--- src/rtl/radio_rx_pkg.sv ---
// rtl/radio_rx_pkg.sv - shared types and limits for the radio RX-enable sequencer
package radio_rx_pkg;

    typedef enum logic [1:0] {
        RX_IDLE   = 2'd0,
        RX_WARMUP = 2'd1,
        RX_ON     = 2'd2
    } rx_ch_state_e;

    localparam int MAX_CH = 16;

endpackage

--- src/rtl/radio_rx_en_ch.sv ---
// rtl/radio_rx_en_ch.sv - single-channel RX-enable FSM with warm-up delay and min-on hold
module radio_rx_en_ch
    import radio_rx_pkg::*;
#(
    parameter int CNT_W = 8
) (
    input  logic             ck,
    input  logic             arst_n,
    input  logic             isolate,
    input  logic             req,
    input  logic [CNT_W-1:0] on_dly,
    input  logic [CNT_W-1:0] min_on,
    output logic             rx_en,
    output logic             busy,
    output logic             warm_abort
);

    rx_ch_state_e     state_q;
    rx_ch_state_e     state_d;
    logic [CNT_W-1:0] cnt_q;
    logic [CNT_W-1:0] cnt_d;
    logic             abort_d;

    // Next-state and counter update; isolate overrides everything including the min-on hold.
    always_comb begin
        state_d = state_q;
        cnt_d   = cnt_q;
        abort_d = 1'b0;
        if (isolate) begin
            state_d = RX_IDLE;
            cnt_d   = '0;
        end else begin
            case (state_q)
                RX_IDLE: begin
                    if (req) begin
                        if (on_dly == '0) begin
                            state_d = RX_ON;
                            cnt_d   = min_on;
                        end else begin
                            state_d = RX_WARMUP;
                            cnt_d   = on_dly;
                        end
                    end
                end
                RX_WARMUP: begin
                    if (!req) begin
                        state_d = RX_IDLE;
                        cnt_d   = '0;
                        abort_d = 1'b1;
                    end else if (cnt_q <= CNT_W'(1)) begin
                        // Exit at 1 so the counter never wraps; <= also guards an unreachable 0.
                        state_d = RX_ON;
                        cnt_d   = min_on;
                    end else begin
                        cnt_d = cnt_q - CNT_W'(1);
                    end
                end
                RX_ON: begin
                    if (cnt_q != '0) begin
                        cnt_d = cnt_q - CNT_W'(1);
                    end else if (!req) begin
                        state_d = RX_IDLE;
                    end
                end
                default: begin
                    state_d = RX_IDLE;
                    cnt_d   = '0;
                end
            endcase
        end
    end

    // State, counter and outputs are all flops so rx_en cannot glitch on a state decode.
    always_ff @(posedge ck or negedge arst_n) begin
        if (!arst_n) begin
            state_q    <= RX_IDLE;
            cnt_q      <= '0;
            rx_en      <= 1'b0;
            busy       <= 1'b0;
            warm_abort <= 1'b0;
        end else begin
            state_q    <= state_d;
            cnt_q      <= cnt_d;
            rx_en      <= (state_d == RX_ON);
            busy       <= (state_d != RX_IDLE);
            warm_abort <= abort_d;
        end
    end

endmodule

--- src/rtl/radio_rx_en_seq.sv ---
// rtl/radio_rx_en_seq.sv - multi-channel radio RX-enable sequencer top level
module radio_rx_en_seq
    import radio_rx_pkg::*;
#(
    parameter int NUM_CH = 4,
    parameter int CNT_W  = 8
) (
    input  logic              ck,
    input  logic              arst_n,
    input  logic              isolate,
    input  logic [NUM_CH-1:0] req_synced,
    input  logic [CNT_W-1:0]  on_dly,
    input  logic [CNT_W-1:0]  min_on,
    output logic [NUM_CH-1:0] rx_en,
    output logic [NUM_CH-1:0] busy,
    output logic [NUM_CH-1:0] warm_abort,
    output logic              any_rx_en
);

    // One independent channel per request bit; only config and isolate are shared.
    for (genvar g = 0; g < NUM_CH; g++) begin : g_ch
        radio_rx_en_ch #(
            .CNT_W(CNT_W)
        ) u_ch (
            .ck        (ck),
            .arst_n    (arst_n),
            .isolate   (isolate),
            .req       (req_synced[g]),
            .on_dly    (on_dly),
            .min_on    (min_on),
            .rx_en     (rx_en[g]),
            .busy      (busy[g]),
            .warm_abort(warm_abort[g])
        );
    end

    // Front-end summary enable, combinational from the registered per-channel enables.
    assign any_rx_en = |rx_en;

endmodule

--- config.mk ---
export PLATFORM = sky130hd
export DESIGN_NAME = radio_rx_en_seq
export DESIGN_NICKNAME = d
export VERILOG_FILES = /design/src/rtl/radio_rx_pkg.sv /design/src/rtl/radio_rx_en_ch.sv /design/src/rtl/radio_rx_en_seq.sv
export SDC_FILE = /design/constraint.sdc
export NUM_CORES = 1
export LEC_CHECK = 0
export ABC_CLOCK_PERIOD_IN_PS = 2500
export CAP_MARGIN = 10
export CORE_ASPECT_RATIO = 1.25
export CORE_UTILIZATION = 40
export DETAILED_ROUTE_END_ITERATION = 8
export SLEW_MARGIN = 5
export SYNTH_ARGS = -nofsm -noshare
export SYNTH_HDL_FRONTEND = slang
export SYNTH_HIERARCHICAL = 1
export SYNTH_SLANG_ARGS = --single-unit
--- constraint.sdc ---
create_clock -name ck -period 2.5 [get_ports ck]
set_input_delay 0.5 -clock ck [delete_from_list [all_inputs] [get_ports ck]]
set_output_delay 0.5 -clock ck [all_outputs]
set_load 0.02 [all_outputs]
Yosys cells after proc, flatten, opt, wreduce, memory -nomap -nowiden --
Index checks and enable logic that the tools add are counted. W data, S select, Z words.
Storage, ports and cells: register bits after elaboration 52, logic and storage cells 132
Operators by class: add/sub/neg operators 4, $lt $le $gt $ge 4, eq/ne operators 20, muxes and demuxes 66, reduce and logical (&&, ||, !) cells 18
Operator list (number):
- $mux W8 | 21
- $pmux W8 S3 | 4
- $mux W2 | 25
- $le A8 B1 Y1 const B | 4
- $reduce_bool A8 Y1 | 4
- $sub A8 B1 Y8 const B | 4
- $pmux W2 S3 | 4
- $eq A2 B2 Y1 const B | 8
- $mux W1 | 12
- $ne A3 B2 Y1 const B | 4
- $ne A3 B3 Y1 const B | 4
- $eq A2 B1 Y1 const B | 4
- $logic_not A2 Y1 | 4
- $logic_not A8 Y1 | 1
- $reduce_and A2 Y1 | 4
- $reduce_bool A2 Y1 | 4
- $reduce_or A4 Y1 | 1

Logic depth before layout (Yosys ltp) --
Gate-level depths: netlist (run 1).
word-level depth 6, mapped depth 8, depth with buffers taken out 7

Modules after synthesis --
Netlist (run 1), hierarchy kept.
By module, submodules not included:
- radio_rx_en_ch (g_ch[2].u_ch) | instances 1, cells an instance 112, area each 975.9 um^2, seq. area each 325.3 um^2
- radio_rx_en_ch (g_ch[3].u_ch) | instances 1, cells an instance 102, area each 935.9 um^2, seq. area each 325.3 um^2
- radio_rx_en_ch (g_ch[1].u_ch) | instances 1, cells an instance 107, area each 914.6 um^2, seq. area each 325.3 um^2
- radio_rx_en_ch (g_ch[0].u_ch) | instances 1, cells an instance 98, area each 889.6 um^2, seq. area each 325.3 um^2
- radio_rx_en_seq | instances 1, cells an instance 1, area each 7.5 um^2, seq. area each 0.0 um^2

Worst setup path before layout (run 1) --
No wires, ideal clock.
path type register -> register, from register g_ch[1].u_ch.cnt_q[5], to register g_ch[1].u_ch.cnt_q[6], library setup time 124 ps, data arrival time 1958 ps, data required time 2376 ps, setup slack 418 ps, stages on the path, launching flop included 7, buffers on the path 1, clock period less this slack 2082 ps, cells stage by stage dfrtp_1 or4_4 o31a_1 o221ai_2 buf_6 o21ai_1 a211o_1
Between the ends: longest elaborated chain between the ends 5, elaborated cells on any way between the ends 10, those cells by class add/sub: 1; order compare: 1; eq/ne: 1; mux: 5; reduce/logical: 2
Ends and longest elaborated chain:
- start, declared | line radio_rx_en_ch.sv:20 | logic [CNT_W-1:0] cnt_q;
- start signal, assigned | line radio_rx_en_ch.sv:83 | cnt_q <= cnt_d;
- $sub A8 B1 Y8 or $le A8 B1 Y1 (tied branches) | line radio_rx_en_ch.sv:55, radio_rx_en_ch.sv:60, radio_rx_en_ch.sv:50
- $mux W8 | line radio_rx_en_ch.sv:50 | end else if (cnt_q <= CNT_W'(1)) begin
- $mux W8 | line radio_rx_en_ch.sv:46 | if (!req) begin
- $pmux W8 S3 | line radio_rx_en_ch.sv:33 | case (state_q)
- $mux W8 | line radio_rx_en_ch.sv:29 | if (isolate) begin
Parallel ways exist; a longest one is shown, timed or not. The select of a mux whose other input is x is not followed. A chain may end at the register's enable or synchronous reset.

Worst setup path after layout (run 1) --
from register g_ch[1].u_ch.cnt_q[4], to register g_ch[1].u_ch.cnt_q[3]
Between the ends: longest elaborated chain between the ends 5, elaborated cells on any way between the ends 8, those cells by class order compare: 1; eq/ne: 1; mux: 4; reduce/logical: 2
Ends and longest elaborated chain (line):
- $le A8 B1 Y1 | radio_rx_en_ch.sv:50
- $mux W8 | radio_rx_en_ch.sv:50
- $mux W8 | radio_rx_en_ch.sv:46
- $pmux W8 S3 | radio_rx_en_ch.sv:33
- $mux W8 | radio_rx_en_ch.sv:29
Parallel ways exist; a longest one is shown, timed or not.

==> impl_metrics.csv, run 1 <==
group,metric,value,unit
route,drt_iter0_drc,257,
sta,skew,5.46,ps
synth,yosysWarnings,6,
pwr,max-vdd-ir-drop,0.257,mV
synth,ys.flop_type,"dfrtp_1",
sta,maxSlewHeadroom,60.3,%
setup_path,cp.required,2680,ps
pwr,p_leak,1.88,nW
pwr,pwr-share-clk,26.8,%
global_routing,grt_pass1_vias,3537,
synth,synth_area_leaders,"dfrtp_1 35%, ha_1 4.0%, a22oi_1 3.8%",
pwr,swShare,34.6,%
global_routing,track_usage,23.0,%
sta,min_period,2320,ps
floorplanning,num_rows,39,
clock_tree,cts_resized,0,
synth,yosys.cell_types.count,71,
pwr,p_seq_share,39.5,%
floorplanning,start_util,41.0,%
pwr,power.internal,0.00175,W
clock_tree,clockBufferDepth,2,
setup_path,start_kind,"flop",
sta,drv_slew,0,
synth,synth.top_cell.area_share,34.9,%
route,drt-pass1-iter-count,5,
synth,async_flop_share,100,%
place,place.gp.congestion,0.885,
synth,synthesis.nets,455,
setup_path,worst_setup_path_end_kind,"flop",
setup_path,worstPathArrival,2500,ps
sta,timing.fmax,431,MHz
clock_tree,htree_levels,2,
floorplanning,core_area,9080,um2
global_routing,grt_max_degree,37,
route,wl,10.6,mm
final_layout,fillCellCount,868,
global_routing,antenna_found_initial,0,
final_layout,insertedDiodeCount,0,
clock_tree,clock_sinks,52,
clock_tree,ctsRootBufferMaster,"clkbuf_16",
clock_tree,clock_latency,290,ps
setup_path,path_class,"reg2reg",
outcome,status,"finished clean",
final_layout,regArea,1300,um2
setup_path,critPathMaxFanout,9,
pwr,powerDensity,591,nW/um2
synth,synth_edf_count,0,
floorplanning,die-height,110,um
route,drc,0,
sta,worstMarginPinSlew,592,ps
clock_tree,cts_buffers,5,
pwr,p_sw,0.000924,W
place,hpwl,7.88,mm
sta,finalCritPeriodShare,92.8,%
place,io_buffers,35,
sta,hold_violations,0,
clock_tree,cts.clk_slew.worst_paths,60,ps
clock_tree,post_cts.repair.setup_buffers,0,
floorplanning,die-area,9700,um2
final_layout,final_util,49.8,%
synth,netlist_area,3720,um2
final_layout,multi_input_area,2250,um2
worst_hold_path,hp-class,"in2async",
pwr,pwr-share-comb,33.7,%
final_layout,fin_nets,510,
synth,synth_seq_cells,52,
global_routing,overflow,0,
flow_run,drv_cap,0,
sta,whs,200,ps
clock_tree,cts_hold_buf,0,
floorplanning,ioPinCount,36,
synth,ys_seq_area_share,34.9,%
final_layout,area_growth,21.4,%
route,drt-vias-per-instance,6.08,
route,ant_nets,0,
sta,finalSetupViolCount,0,
final_layout,finalInstanceArea,4520,um2
place,place_area,4370,um2
global_routing,grt_pass1_wl,17.2,mm
sta,setup_tns,0,ps
final_layout,drive_gt1_share,14.1,%
sta,rsz0062_at_grt,"no",
synth,yosysTopAreaCell,"dfrtp_1",
synth,syn-instance-count,420,
floorplanning,die_x,88.3,um
route,vias,3634,
clock_tree,cts_tree,"yes",
route,wl_per_cell,17.8,um
synth,synth_area_per_cell,8.87,um2
==> cells in the final DEF (no fill, tap or decap), types with 4 or more instances in the layout <==
master / synthesis / routed
ha_1: 12 / 12
a22oi_1: 19 / 19
o221ai_1: 4 / 4
nor4b_1: 4 / 4
and3_1: 5 / 5
inv_1: 23 / 23
clkbuf_16: 0 / 5
a31oi_1: 4 / 4
or2_2: 8 / 8
a211o_1: 9 / 9
o31ai_1: 6 / 6
or4_4: 4 / 4
o21ai_1: 10 / 10
nand4b_1: 5 / 5
a221oi_1: 8 / 8
a21oi_1: 23 / 23
dfrtp_1: 52 / 52
nor2_1: 25 / 25
o211ai_1: 8 / 8
o22ai_1: 5 / 5
nor3b_1: 6 / 6
o21ai_0: 21 / 21
nor4_1: 14 / 14
o21a_1: 4 / 4
nand3_1: 13 / 13
nor3_1: 14 / 14
nand2_1: 32 / 32
clkdlybuf4s50_1: 0 / 34
buf_4: 2 / 26
==> power groups by stage <==
stage	Combinational [W]	Sequential (W)	Clock, W
after global routing	0.000997	0.00107	0.000782
after CTS	0.000900	0.00105	0.000749
final	0.000900	0.00105	0.000716
after floorplan	0.000617	0.00104	0
after detailed placement	0.000896	0.00107	0
after global placement	0.000883	0.00106	0
==> flip-flops by register name, indices dropped and copies added, names as in the netlist <==
| register | count |
|---|---|
| g_ch.u_ch/cnt_q | 32 |
| g_ch.u_ch/state_q | 8 |
| g_ch.u_ch/busy | 4 |
| g_ch.u_ch/rx_en | 4 |
| g_ch.u_ch/warm_abort | 4 |
==> path summary, 6_finish.rpt <==
check / slack (ps) / endpoint / depth (start not counted) / startpoint
setup / recovery: 180 / g_ch[1].u_ch/cnt_q[3] / 6 / g_ch[1].u_ch/cnt_q[4]
hold / removal: 200 / g_ch[2].u_ch/cnt_q[7] / 1 / arst_n
setup reg to reg: 180 / g_ch[1].u_ch/cnt_q[3] / 6 / g_ch[1].u_ch/cnt_q[4]
hold reg to reg: 530 / g_ch[2].u_ch/cnt_q[1] / 2 / g_ch[2].u_ch/cnt_q[1]
max in group asynchronous: 1740 / g_ch[1].u_ch/warm_abort / 2 / arst_n
min in group ck: 530 / g_ch[2].u_ch/cnt_q[1] / 2 / g_ch[2].u_ch/cnt_q[1]
==> routing by layer <==
metal	vias to the layer above	wire length (um)	track usage, %
met2	105	5220	40.0
met4	0	214	7.95
met5	-	0	0
met3	15	449	3.08
li1	1749	-	-
met1	1765	4740	29.1
==> cells in the mapped netlist (all sizes together) (4+ instances only) <==
cell type,count
nor3,15
nor3b,6
o211ai,8
o221ai,5
o21ai,32
dfrtp,52
buf,7
a31oi,5
nor4,16
ha,12
nor2,25
inv,23
nor4b,5
a211o,9
a221oi,9
o21a,4
nand2,32
or3,6
o31ai,8
o22ai,5
a21oi,24
or2,11
or4,6
nand3,13
a21o,5
nand4b,5
clkbuf,8
a22oi,19
and3,5
==> worst max-delay path, stage by stage (launching register included) <==
cell and delay [ps]:
dfrtp_1 450, or4_4 550, o31a_1 310, o221ai_2 410, buf_4 220, nor3_1 40
a211o_1 230
==> final cells by class <==
cell class | count | share of cell area (%)
Sequential cell | 52 | 28.8
Tap cell | 123 | 3.40
Inverter | 23 | 1.91
Multi-Input combinational cell | 330 | 49.7
Timing Repair Buffer | 63 | 12.8
Clock buffer | 7 | 3.38
==> stage by stage <==
step | worst slack [ps] | std cells | total power (W)
floorplan | 418 | 420 | 0.00165
global placement | 77.2 | 591 | 0.00195
detailed placement | 37.0 | 591 | 0.00196
CTS | 195 | 598 | 0.00270
global route | 99.3 | 598 | 0.00285
finish | 179 | 598 | 0.00267
==> cell families after synthesis <==
group	share of synthesized area, %
and+or+nand+nor	24.7
AOI/OAI and AO/OA	31.1
xor gates and xnor gates	0.235
muxes	0.269
DFF	34.9
adders and majority gates	4.03
buffers and inverters	4.70
No activity file was read; power rests on OpenSTA's default activity.
==> run 2: changes to the inputs <==
- CORE_UTILIZATION: 40 -> 30
==> impl_metrics.csv, run 2 (synthesis results as in run 1) <==
group,metric,value,unit
final_layout,reg_top3,"g_ch.u_ch/cnt_q (32), g_ch.u_ch/state_q (8)",
place,io_buffers,35,
outcome,status,"finished clean",
clock_tree,ctsRootBufferMaster,"clkbuf_16",
setup_path,slowest_delay,560,ps
route,drt-pass1-iter-count,4,
final_layout,insertedDiodeCount,0,
clock_tree,clockBufferDepth,2,
clock_tree,clock_sinks,52,
sta,maxSlewHeadroom,58.1,%
route,wl_per_cell,17.2,um
global_routing,antenna_found_initial,0,
clock_tree,post_cts.repair.setup_buffers,0,
pwr,pwr-share-comb,32.3,%
flow_run,drv_cap,0,
clock_tree,cts_hold_buf,0,
place,place.gp.congestion,0.913,
sta,rsz0062_at_grt,"no",
pwr,p_seq_share,37.4,%
global_routing,grt_pass1_vias,3611,
floorplanning,num_rows,45,
clock_tree,htree_levels,2,
sta,min_period,2370,ps
clock_tree,cts.clk_slew.worst_paths,70,ps
setup_path,worstPathArrival,2550,ps
clock_tree,cts_resized,0,
pwr,p_leak,1.89,nW
route,drt_iter0_drc,286,
setup_path,worst_setup_path_end_kind,"flop",
sta,worstMarginPinSlew,628,ps
route,drc,0,
final_layout,largest_register_ff_count,32,
floorplanning,core_area,12100,um2
clock_tree,clock_latency,290,ps
route,wl,11.0,mm
pwr,power.internal,0.00185,W
final_layout,area_growth,23.6,%
sta,whs,218,ps
floorplanning,ioPinCount,36,
setup_path,cp.required,2680,ps
final_layout,fin_nets,510,
floorplanning,die-area,12900,um2
sta,drv_slew,0,
clock_tree,cts_buffers,5,
sta,finalSetupViolCount,0,
pwr,p_sw,0.000964,W
setup_path,critPathMaxFanout,11,
route,ant_nets,0,
floorplanning,start_util,30.8,%
global_routing,overflow,0,
pwr,power,0.00282,W
sta,skew,3.78,ps
setup_path,slowest_stage,"or4_4",
sta,hold_violations,0,
sta,finalCritPeriodShare,94.7,%
clock_tree,cts_tree,"yes",
place,hpwl,8.16,mm
pwr,powerDensity,612,nW/um2
setup_path,path_class,"reg2reg",
global_routing,grt_pass1_wl,18.2,mm
floorplanning,die-height,127,um
sta,setup_tns,0,ps
floorplanning,die_x,102,um
pwr,max-vdd-ir-drop,0.358,mV
setup_path,crit_path_cell_trace,"or4_4 > o31a_1 > o221ai_2 > o21ai_0 > a211o_1",
pwr,swShare,34.2,%
setup_path,start_kind,"flop",
final_layout,layout_common_cells,"52 x dfrtp_1, 34 x clkdlybuf4s50_1, 32 x nand2_1, 26 x buf_4, 25 x nor2_1",
final_layout,final_util,38.0,%
final_layout,top_register,"g_ch.u_ch/cnt_q",
route,drt-vias-per-instance,5.75,
sta,timing.fmax,422,MHz
final_layout,final_common_cell,"dfrtp_1",
global_routing,grt_max_degree,37,
final_layout,drive_gt1_share,14.3,%
worst_hold_path,hp-class,"in2async",
pwr,pwr-share-clk,30.3,%
route,vias,3679,
global_routing,track_usage,18.1,%
## run 2: changes by cell type in the layout (fill, tap and decap cells not counted)
| cell | change |
|---|---|
| bufinv_16 | +1 |
## run 2: power groups by stage
stage / Sequential (W) / Combinational (W) / Clock (W)
2_1_floorplan: 0.00104 / 0.000617 / 0
3_3_place_gp: 0.00106 / 0.000883 / 0
3_5_place_dp: 0.00107 / 0.000899 / 0
4_1_cts: 0.00105 / 0.000906 / 0.000878
5_1_grt: 0.00107 / 0.00101 / 0.000906
6_report: 0.00105 / 0.000909 / 0.000854
## run 2: path summary, 6_finish.rpt
path / end / startpoint / cells after the start / slack (ps)
max in group asynchronous: g_ch[1].u_ch/state_q[0] / arst_n / 2 / 1710
max reg2reg: g_ch[1].u_ch/cnt_q[5] / g_ch[1].u_ch/cnt_q[5] / 5 / 130
min: g_ch[3].u_ch/cnt_q[2] / arst_n / 1 / 220
max: g_ch[1].u_ch/cnt_q[5] / g_ch[1].u_ch/cnt_q[5] / 5 / 130
min reg2reg: g_ch[2].u_ch/cnt_q[1] / g_ch[2].u_ch/cnt_q[1] / 2 / 530
min in group ck: g_ch[2].u_ch/cnt_q[1] / g_ch[2].u_ch/cnt_q[1] / 2 / 530
## run 2: cell type report
class                   count  area (um2)
well taps                 164         205
inverters                  23        86.3
repair buffers             63         581
clock buffers               7         153
fillers                  1223        7500
multi-input cells         330        2250
clock inverters             1        30.0
flip-flops and latches     52        1300
## run 2: per-layer routing
| layer | global-route usage (%) | routed length (um) | vias to the layer above |
|---|---|---|---|
| met2 | 30.0 | 5420 | 107 |
| met4 | 7.50 | 273 | 0 |
| li1 | - | - | 1754 |
| met3 | 2.70 | 602 | 17 |
| met1 | 23.3 | 4690 | 1801 |
| met5 | 0 | 0 | - |
## run 2: critical path: cells and delay by family, from the launching register on
kind / cells / cell delay [ps]
AOI/OAI and AO/OA: 4 / 1250
and+or+nand+nor: 1 / 560
DFF: 1 / 430
## run 2: metrics by stage
| stage | setup WS, ps | instances | instance area, um2 |
|---|---|---|---|
| floorplan | 418 | 420 | 3720 |
| global placement | 37.9 | 632 | 4420 |
| detailed placement | 53.6 | 632 | 4420 |
| CTS | 133 | 640 | 4600 |
| global route | 36.6 | 640 | 4600 |
| finish | 131 | 640 | 4600 |
==> run 3: changes to the inputs <==
- CORE_UTILIZATION: 30 -> 35
==> impl_metrics.csv, run 3 (synthesis results as in run 1) <==
group,metric,value,unit
sta,maxSlewHeadroom,57.3,%
floorplanning,ioPinCount,36,
pwr,pwr-share-comb,33.8,%
setup_path,worstPathArrival,2490,ps
setup_path,crit_path_cell_trace,"or4_4 > o31a_1 > o221ai_2 > buf_4 > nor3_1 > a211o_1",
pwr,p_sw,0.000959,W
clock_tree,cts_tree,"yes",
setup_path,rr_worst_depth,6,
setup_path,critPathMaxFanout,9,
setup_path,worst-path-buf-inv,1,
clock_tree,ctsRootBufferMaster,"clkbuf_16",
setup_path,rrSetupSlack,200,ps
floorplanning,die_x,94.3,um
sta,worstMarginPinSlew,640,ps
clock_tree,clock_sinks,52,
setup_path,cp.required,2680,ps
final_layout,final_common_cell,"dfrtp_1",
final_layout,fillCellCount,1021,
route,drt-pass1-iter-count,4,
floorplanning,core_area,10200,um2
final_layout,layout_common_cells,"52 x dfrtp_1, 34 x clkdlybuf4s50_1, 32 x nand2_1, 30 x buf_4, 25 x nor2_1",
place,hpwl,8.07,mm
final_layout,area_growth,21.8,%
outcome,status,"finished clean",
final_layout,reg_top3,"g_ch.u_ch/cnt_q (32), g_ch.u_ch/state_q (8)",
place,place_area,4390,um2
route,vias,3651,
floorplanning,die-height,117,um
setup_path,worst_setup_path_end_kind,"flop",
setup_path,slowest_delay,560,ps
sta,hold_violations,0,
clock_tree,htree_levels,2,
pwr,pwr-share-clk,26.9,%
global_routing,overflow,0,
sta,min_period,2300,ps
route,drt_iter0_drc,179,
global_routing,grtUsageMet3,3.37,%
sta,skew,3.84,ps
final_layout,insertedDiodeCount,0,
route,drc,0,
setup_path,slowest_stage,"or4_4",
floorplanning,die-area,11100,um2
setup_path,r2r-end,"g_ch[1].u_ch/cnt_q[3]",
pwr,max-vdd-ir-drop,0.246,mV
pwr,p_seq_share,39.3,%
place,place.gp.congestion,0.894,
sta,rsz0062_at_grt,"no",
clock_tree,cts_buffers,5,
route,drt-vias-per-instance,6.00,
worst_hold_path,hp-class,"in2async",
floorplanning,start_util,36.5,%
clock_tree,post_cts.repair.setup_buffers,0,
pwr,power.internal,0.00172,W
setup_path,crit_cells,6,
pwr,p_leak,1.89,nW
final_layout,top_register,"g_ch.u_ch/cnt_q",
global_routing,grt_pass1_vias,3499,
global_routing,met2_usage,34.1,%
clock_tree,cts_resized,0,
final_layout,largest_register_ff_count,32,
global_routing,grt_pass1_wl,17.8,mm
pwr,swShare,35.8,%
final_layout,regArea,1300,um2
setup_path,cpLargestDelayFamily,"compound AO/OA/AOI/OAI gates",
global_routing,track_usage,20.4,%
clock_tree,clock_latency,300,ps
sta,finalSetupViolCount,0,
final_layout,multi_input_area,2250,um2
clock_tree,clockBufferDepth,2,
sta,timing.fmax,434,MHz
flow_run,drv_cap,0,
route,wl,10.8,mm
place,io_buffers,35,
clock_tree,cts.clk_slew.worst_paths,70,ps
sta,finalCritPeriodShare,92.1,%
global_routing,met1_usage,26.3,%
sta,drv_slew,0,
floorplanning,num_rows,41,
sta,setup_tns,0,ps
clock_tree,cts_hold_buf,0,
setup_path,reg2reg_from,"g_ch[1].u_ch/cnt_q[5]",
route,ant_nets,0,
route,wl_per_cell,17.7,um
global_routing,antenna_found_initial,0,
setup_path,start_kind,"flop",
pwr,powerDensity,591,nW/um2
global_routing,grt_max_degree,28,
global_routing,grt-busiest-layer,"met2",
final_layout,drive_gt1_share,14.8,%
final_layout,finalInstanceArea,4540,um2
final_layout,fin_nets,513,
setup_path,path_class,"reg2reg",
[run 3: changes by cell type in the layout (fill, tap and decap cells not counted), sizes merged]
cell | before | now
buf | 29 | 32
bufinv | 1 | 0
clkbuf | 7 | 6
clkinv | 0 | 2
[run 3: worst register-to-register path, cell delays in order (launching register included)]
cell and delay, ps:
dfrtp_1 430, or4_4 560, o31a_1 310, o221ai_2 410
buf_4 210, nor3_1 40, a211o_1 230
[run 3: final cells by class]
| type | instances | share of cell area, % |
|---|---|---|
| Clock buffer | 6 | 3.06 |
| Clock inverter | 2 | 0.221 |
| Inverter | 23 | 1.90 |
| Multi-Input combinational cell | 330 | 49.5 |
| Sequential cell | 52 | 28.7 |
| Tap cell | 129 | 3.56 |
| Timing Repair Buffer | 66 | 13.0 |
[run 3: layer usage]
metal | part of all wire (%) | routed length, um
met5 | 0 | 0
met4 | 2.1 | 227
met3 | 3.7 | 398
met2 | 51 | 5460
met1 | 44 | 4690
[run 3: power groups by stage]
| stage | sequential (W) | combinational, W | clock, W |
|---|---|---|---|
| global route | 0.00107 | 0.00100 | 0.000775 |
| floorplan | 0.00104 | 0.000617 | 0 |
| detailed placement | 0.00107 | 0.000899 | 0 |
| CTS | 0.00105 | 0.000902 | 0.000741 |
| finish | 0.00105 | 0.000905 | 0.000722 |
| global placement | 0.00106 | 0.000886 | 0 |
[run 3: how the worst max path moves through the flow]
stage	start	to	slack [ps]
floorplan	g_ch[1].u_ch/cnt_q[5]	g_ch[1].u_ch/cnt_q[6]	420
finish	g_ch[1].u_ch/cnt_q[5]	g_ch[1].u_ch/cnt_q[3]	200
global route	g_ch[1].u_ch/cnt_q[5]	g_ch[1].u_ch/cnt_q[4]	90
global placement	on_dly[0]	g_ch[1].u_ch/cnt_q[6]	70
detailed placement	on_dly[2]	g_ch[2].u_ch/busy	60
CTS	g_ch[1].u_ch/cnt_q[5]	g_ch[1].u_ch/cnt_q[3]	190
[run 3: metrics by stage]
step	hold WS [ps]	utilization [%]	total power [W]	worst slack, ps	cells
2_1_floorplan	204	-	0.00165	418	420
3_3_place_gp	523	43.0	0.00195	73.4	600
3_5_place_dp	528	43.0	0.00197	55.3	600
4_1_cts	248	44.4	0.00270	192	608
5_1_grt	280	44.4	0.00285	87.9	608
6_report	223	44.4	0.00268	196	608
